==> src/rtl/branch_predictor_if.sv <==
// Fetch-lookup, execute-resolve and statistics signals of the branch predictor.
// The DUT uses the slave modport; the pipeline or bench drives through master.
interface branch_predictor_if;
    logic [31:0] i_if_pc;
    logic        o_pred_taken;
    logic [31:0] o_pred_target;
    logic        i_ex_valid;
    logic        i_ex_is_br;
    logic [2:0]  i_ex_funct3;
    logic [31:0] i_ex_pc;
    logic [31:0] i_ex_target;
    logic        i_ex_pred_taken;
    logic [31:0] i_ex_pred_target;
    logic        i_br_less;
    logic        i_br_equal;
    logic        o_br_un;
    logic        o_ex_taken;
    logic        o_mispredict;
    logic [31:0] o_redirect_pc;
    logic [31:0] o_br_count;
    logic [31:0] o_miss_count;

    modport slave (
        input  i_if_pc, i_ex_valid, i_ex_is_br, i_ex_funct3, i_ex_pc, i_ex_target,
               i_ex_pred_taken, i_ex_pred_target, i_br_less, i_br_equal,
        output o_pred_taken, o_pred_target, o_br_un, o_ex_taken, o_mispredict,
               o_redirect_pc, o_br_count, o_miss_count
    );

    modport master (
        output i_if_pc, i_ex_valid, i_ex_is_br, i_ex_funct3, i_ex_pc, i_ex_target,
               i_ex_pred_taken, i_ex_pred_target, i_br_less, i_br_equal,
        input  o_pred_taken, o_pred_target, o_br_un, o_ex_taken, o_mispredict,
               o_redirect_pc, o_br_count, o_miss_count
    );
endinterface

==> src/rtl/branch_predictor.sv <==
// Two-bit saturating-counter predictor with a tagless target table: IF lookup,
// EX resolve against comparator flags, training and mispredict statistics.
module branch_predictor #(
    parameter int INDEX_W = 6
) (
    input logic            i_clk,
    input logic            i_reset,
    branch_predictor_if.slave bp
);
    localparam int DEPTH = 1 << INDEX_W;

    logic [DEPTH-1:0][1:0]  ctr;
    logic [DEPTH-1:0]       v;
    logic [DEPTH-1:0][29:0] tgt;
    logic [31:0]            br_count;
    logic [31:0]            miss_count;

    logic [INDEX_W-1:0] if_idx;
    logic [INDEX_W-1:0] ex_idx;
    logic               legal;
    logic               cond;
    logic               res;
    logic               taken;
    logic               mispredict;

    assign if_idx = bp.i_if_pc[INDEX_W+1:2];
    assign ex_idx = bp.i_ex_pc[INDEX_W+1:2];

    // Lookup reads the registered table only, so a same-cycle write is not seen.
    assign bp.o_pred_taken  = v[if_idx] & ctr[if_idx][1];
    assign bp.o_pred_target = {tgt[if_idx], 2'b00};

    assign bp.o_br_un = (bp.i_ex_funct3[2:1] == 2'b11);

    always_comb begin
        legal = 1'b1;
        cond  = 1'b0;
        case (bp.i_ex_funct3)
            3'b000:  cond = bp.i_br_equal;
            3'b001:  cond = !bp.i_br_equal;
            3'b100:  cond = bp.i_br_less;
            3'b101:  cond = !bp.i_br_less;
            3'b110:  cond = bp.i_br_less;
            3'b111:  cond = !bp.i_br_less;
            default: legal = 1'b0;
        endcase
    end

    assign res   = bp.i_ex_valid & bp.i_ex_is_br & legal;
    assign taken = res & cond;

    // A taken branch that was predicted taken can still miss on the target.
    assign mispredict = res & ((taken != bp.i_ex_pred_taken) |
                               (taken & bp.i_ex_pred_taken &
                                (bp.i_ex_target != bp.i_ex_pred_target)));

    assign bp.o_ex_taken    = taken;
    assign bp.o_mispredict  = mispredict;
    assign bp.o_redirect_pc = taken ? bp.i_ex_target : bp.i_ex_pc + 32'd4;
    assign bp.o_br_count    = br_count;
    assign bp.o_miss_count  = miss_count;

    always_ff @(posedge i_clk) begin
        if (i_reset) begin
            for (int i = 0; i < DEPTH; i++) begin
                ctr[i] <= 2'b01;
                v[i]   <= 1'b0;
                tgt[i] <= '0;
            end
            br_count   <= '0;
            miss_count <= '0;
        end else if (res) begin
            if (taken) begin
                if (ctr[ex_idx] != 2'b11)
                    ctr[ex_idx] <= ctr[ex_idx] + 2'd1;
                v[ex_idx]   <= 1'b1;
                tgt[ex_idx] <= bp.i_ex_target[31:2];
            end else if (ctr[ex_idx] != 2'b00) begin
                ctr[ex_idx] <= ctr[ex_idx] - 2'd1;
            end
            br_count <= br_count + 32'd1;
            if (mispredict)
                miss_count <= miss_count + 32'd1;
        end
    end
endmodule

==> src/flat_wrapper.sv <==
// flat-port wrapper written by rule: the top's interface ports become plain ports
module branch_predictor_flat 
#(
    parameter int INDEX_W = 6
)
  (i_clk, i_reset, bp_i_if_pc, bp_i_ex_valid, bp_i_ex_is_br, bp_i_ex_funct3, bp_i_ex_pc, bp_i_ex_target, bp_i_ex_pred_taken, bp_i_ex_pred_target, bp_i_br_less, bp_i_br_equal, bp_o_pred_taken, bp_o_pred_target, bp_o_br_un, bp_o_ex_taken, bp_o_mispredict, bp_o_redirect_pc, bp_o_br_count, bp_o_miss_count);
  branch_predictor_if bp_i ();
  input logic i_clk;
  input logic i_reset;
  input wire logic [$bits(bp_i.i_if_pc)-1:0] bp_i_if_pc;
  input wire logic [$bits(bp_i.i_ex_valid)-1:0] bp_i_ex_valid;
  input wire logic [$bits(bp_i.i_ex_is_br)-1:0] bp_i_ex_is_br;
  input wire logic [$bits(bp_i.i_ex_funct3)-1:0] bp_i_ex_funct3;
  input wire logic [$bits(bp_i.i_ex_pc)-1:0] bp_i_ex_pc;
  input wire logic [$bits(bp_i.i_ex_target)-1:0] bp_i_ex_target;
  input wire logic [$bits(bp_i.i_ex_pred_taken)-1:0] bp_i_ex_pred_taken;
  input wire logic [$bits(bp_i.i_ex_pred_target)-1:0] bp_i_ex_pred_target;
  input wire logic [$bits(bp_i.i_br_less)-1:0] bp_i_br_less;
  input wire logic [$bits(bp_i.i_br_equal)-1:0] bp_i_br_equal;
  output wire logic [$bits(bp_i.o_pred_taken)-1:0] bp_o_pred_taken;
  output wire logic [$bits(bp_i.o_pred_target)-1:0] bp_o_pred_target;
  output wire logic [$bits(bp_i.o_br_un)-1:0] bp_o_br_un;
  output wire logic [$bits(bp_i.o_ex_taken)-1:0] bp_o_ex_taken;
  output wire logic [$bits(bp_i.o_mispredict)-1:0] bp_o_mispredict;
  output wire logic [$bits(bp_i.o_redirect_pc)-1:0] bp_o_redirect_pc;
  output wire logic [$bits(bp_i.o_br_count)-1:0] bp_o_br_count;
  output wire logic [$bits(bp_i.o_miss_count)-1:0] bp_o_miss_count;
  assign bp_i.i_if_pc = bp_i_if_pc;
  assign bp_i.i_ex_valid = bp_i_ex_valid;
  assign bp_i.i_ex_is_br = bp_i_ex_is_br;
  assign bp_i.i_ex_funct3 = bp_i_ex_funct3;
  assign bp_i.i_ex_pc = bp_i_ex_pc;
  assign bp_i.i_ex_target = bp_i_ex_target;
  assign bp_i.i_ex_pred_taken = bp_i_ex_pred_taken;
  assign bp_i.i_ex_pred_target = bp_i_ex_pred_target;
  assign bp_i.i_br_less = bp_i_br_less;
  assign bp_i.i_br_equal = bp_i_br_equal;
  assign bp_o_pred_taken = bp_i.o_pred_taken;
  assign bp_o_pred_target = bp_i.o_pred_target;
  assign bp_o_br_un = bp_i.o_br_un;
  assign bp_o_ex_taken = bp_i.o_ex_taken;
  assign bp_o_mispredict = bp_i.o_mispredict;
  assign bp_o_redirect_pc = bp_i.o_redirect_pc;
  assign bp_o_br_count = bp_i.o_br_count;
  assign bp_o_miss_count = bp_i.o_miss_count;
  branch_predictor #(.INDEX_W(INDEX_W)) u_core (.i_clk(i_clk), .i_reset(i_reset), .bp(bp_i));
endmodule
==> config.mk <==
export PLATFORM = sky130hd
export DESIGN_NAME = branch_predictor_flat
export DESIGN_NICKNAME = d
export VERILOG_FILES = /design/src/rtl/branch_predictor_if.sv /design/src/rtl/branch_predictor.sv /design/src/flat_wrapper.sv
export SDC_FILE = /design/constraint.sdc
export NUM_CORES = 2
export LEC_CHECK = 0
export CAP_MARGIN = 0
export CORE_MARGIN = 4
export CORE_UTILIZATION = 33
export CTS_BUF_LIST = sky130_fd_sc_hd__clkbuf_8
export DETAILED_ROUTE_END_ITERATION = 8
export HOLD_SLACK_MARGIN = 0.12
export SYNTH_ARGS = -nofsm -noshare
export SYNTH_HDL_FRONTEND = slang
export SYNTH_SLANG_ARGS = --single-unit
==> constraint.sdc <==
create_clock -name i_clk -period 3.65 [get_ports i_clk]
set_input_delay 0.73 -clock i_clk [delete_from_list [all_inputs] [get_ports i_clk]]
set_output_delay 0.73 -clock i_clk [all_outputs]
set_load 0.03 [all_outputs]
==> run_results.csv <==
group,metric,value,unit
status,status,"finished with violations",
status,violations,"setup timing",
detailed_routing,drt_first_pass_iters,6,
setup_path,critPathLaunchType,"primary input",
floorplanning,die_h,548.1,um
global_route,antenna_found_initial,15,
place,portBuffers,241,
setup_path,path_class,"in -> out",
timing,period_share,107.1,%
floorplanning,die-area,300400,um^2
setup_path,reg2reg_setup_slack,0.28,ns
power,ir_drop,0.2906,mV
finish,syn2layout_area_growth,19.71,%
timing,skew,0.1000,ns
synthesis,yosysTopAreaCell,"dfxtp_1",
detailed_routing,vias,82070,
global_route,grt.total_usage,23.21,%
place,routabilityCongestion,0.9218,
setup_path,crit_chain,"buf_16 > buf_16 > buf_12 > buf_16 > mux4_2 > mux4_2 > a22oi_2 > nand2_2 > buf_6",
global_route,grt_first_pass_wirelength,526000,um
setup_path,crit_fanout,6,
run,max_cap_viol_count,0,
finish,nFillCells,28736,
clock_network,clkSinkCount,2176,
floorplanning,die_w,548.1,um
timing,setup_violations,31,
clock_network,cts_made_buffers,361,
timing,fmax,255.7,MHz
clock_network,cts_tree,"built",
setup_path,critPathMaxStageDelay,0.67,ns
synthesis,ys_seq_area_share,45.25,%
synthesis,synth_area,96260,um^2
timing,layout_setup_ws,-0.2605,ns
finish,num-nets-final,11262,
floorplanning,start_util,33.13,%
setup_path,required,2.92,ns
timing,tns,-5.055,ns
detailed_routing,drt_iter0_drc,9524,
synthesis,synthFlopType,"dfxtp_1",
floorplanning,rows,198,
clock_network,clk_latency,1.00,ns
global_route,grt_overflow_total,0,
floorplanning,io_pins,270,
synthesis,async_reset_ff_share,0,%
synthesis,synth_warnings,0,
power,p_leak,39.26,nW
timing,worstMarginPinSlew,1.044,ns
synthesis,synth_area_leaders,"dfxtp_1, mux4_2, nand2_1",
synthesis,synth_seq_cells,2176,
power,p_per_area,430.5,nW/um^2
detailed_routing,viasPerCell,5.363,
clock_network,ctsLongestPathBuffers,4,
place,place.detailed.hpwl,225600,um
setup_path,endpoint_kind,"output pin",
timing,finalHoldViolCount,0,
clock_network,htreeDepth,5,
detailed_routing,post_drt_wl_per_cell,23.77,um
clock_network,clkTransAtPathRegs,0.06,ns
finish,drive_above_1_share,18.81,%
timing,rsz0062_at_grt,"yes",
detailed_routing,postRouteWirelength,363800,um
timing,max_slew_margin,30.38,%
clock_network,cts_root_buf,"clkbuf_8",
setup_path,crit_slowest_cell,"mux4_2",
synthesis,synth_area_per_cell,8.804,um^2
place,place_ws,-0.4495,ns
synthesis,yosysTopAreaCellShare,45.25,%
timing,whs,0.2625,ns
global_route,first_global_vias,77423,
timing,post-route-min-period,3.910,ns
worst_hold_path,hold_path_class,"in -> reg",
floorplanning,core-area,290600,um^2
global_route,grt_max_degree,194,
detailed_routing,drc,0,
setup_path,cp_common_cell,"buf_16",
timing,slew_violations,0,
synthesis,synth_edf_count,0,
setup_path,cp.arrival,3.18,ns
detailed_routing,ant_nets,0,
synthesis,synth_cell_types,83,
synthesis,syn-instance-count,10934,
## state kept, by name, indices dropped and copies added, names as in the netlist, named ones only
| name | count |
|---|---|
| u_core.tgt | 1920 |
| u_core.ctr | 64 |
| u_core.v | 64 |
| u_core.bp.o_br_count | 32 |
| u_core.bp.o_miss_count | 32 |
## routing by layer
metal  wire (um)  part of all wire (%)  global-route usage [%]
met1      139900                    38                   29.41
met2      165600                    46                   36.74
met3       34810                   9.6                   4.920
met5          50                 0.014                       0
met4       23440                   6.4                   13.18
## placed cells by master (no fill, tap or decap), types with 14 or more instances in the layout
cell type,n
buf_6,35
buf_16,22
xor2_1,27
nor2b_1,33
inv_1,125
mux2i_1,352
a22oi_1,18
a21oi_1,1734
buf_12,257
a22oi_2,50
o211ai_1,27
and2_1,29
buf_4,437
dfxtp_1,2172
nand2_2,25
clkdlybuf4s50_1,135
nand4_1,58
mux4_2,609
nand3_1,120
nand2_1,3589
mux2_2,35
nor2_8,24
and2_2,22
o21ai_0,80
xnor2_1,55
clkinv_2,39
nor2_1,533
clkbuf_8,462
and3_1,17
or3_1,14
o21ai_1,19
## report_power, final
part | total [mW] | switching (mW) | internal, mW
sequential | 23.8 | 0.0148 | 23.8
clock | 22.4 | 10.3 | 12.1
combinational | 3.43 | 2.23 | 1.19
## synthesized netlist by cell type, types with 34 or more instances
master    instances
nand2_1        3613
dfxtp_1        2176
a21oi_1        1734
clkbuf_1        775
mux4_2          609
nor2_1          538
mux2i_1         353
buf_2           154
nand3_1         120
o21ai_0          98
buf_6            78
a22oi_1          67
nand4_1          58
xnor2_1          57
buf_4            48
and2_1           37
buf_1            36
mux2_2           35
nor2b_1          34
## metrics by stage
step                      instances  cell area (um^2)  util [%]  total power [mW]
after floorplan               10935             96280         -             26.01
after global placement        14618            106400     36.62             27.55
after detailed placement      14618            106400     36.62             27.54
after CTS                     15276            114700     39.47             49.80
after global routing          15297            115200     39.65             51.10
final                         15302            115200     39.66             49.61
## worst paths after layout
kind / startpoint / depth (start not counted) / end
setup / recovery: bp_i_if_pc[2] / 9 / bp_o_pred_target[27]
hold / removal: bp_i_ex_target[23] / 4 / u_core.tgt[891]
setup reg to reg: u_core.ctr[87] / 10 / flip-flop
hold reg to reg: u_core.tgt[393] / 2 / u_core.tgt[393]
## cells by family (layout without fill, tap and decap cells)
family	Yosys count	after routing	synth area share, %
compound gates	1991	1991	10.77
mux	1001	1001	18.40
fa+ha+maj	6	6	0.07798
flops	2176	2176	45.25
buf+inv	1118	1575	5.436
xor+xnor	85	85	0.7812
simple gates	4556	4556	19.28
other cells	1	12	0.003896
## area by class of cell
class                   count  area [um^2]  share of cell area [%]
diodes                     10        25.02                 0.02172
inverters                  21        92.59                 0.08035
clock inverters           176         1102                  0.9566
flip-flops and latches   2176        43570                   37.81
clock buffers             461         6345                   5.506
repair buffers            917        11210                   9.724
multi-input cells        7641        48020                   41.67
well taps                3900         4880                   4.234
## critical path: cells and delay by family
family | cells | cell delay, ns
AO/OA/AOI/OAI | 1 | 0.21
buffers and inverters | 5 | 0.86
multiplexers | 2 | 1.19
AND/OR/NAND/NOR | 1 | 0.15
## what timing repair did
item	CTS	global route
resized for setup	131	74
setup endpoints to repair	52	53
setup buffers	13	14
pin swaps	41	22
cloned	7	7
endpoints found under the hold margin	4	0
hold buffers	1	0
Note: power is estimated with default switching activity, not from simulation.
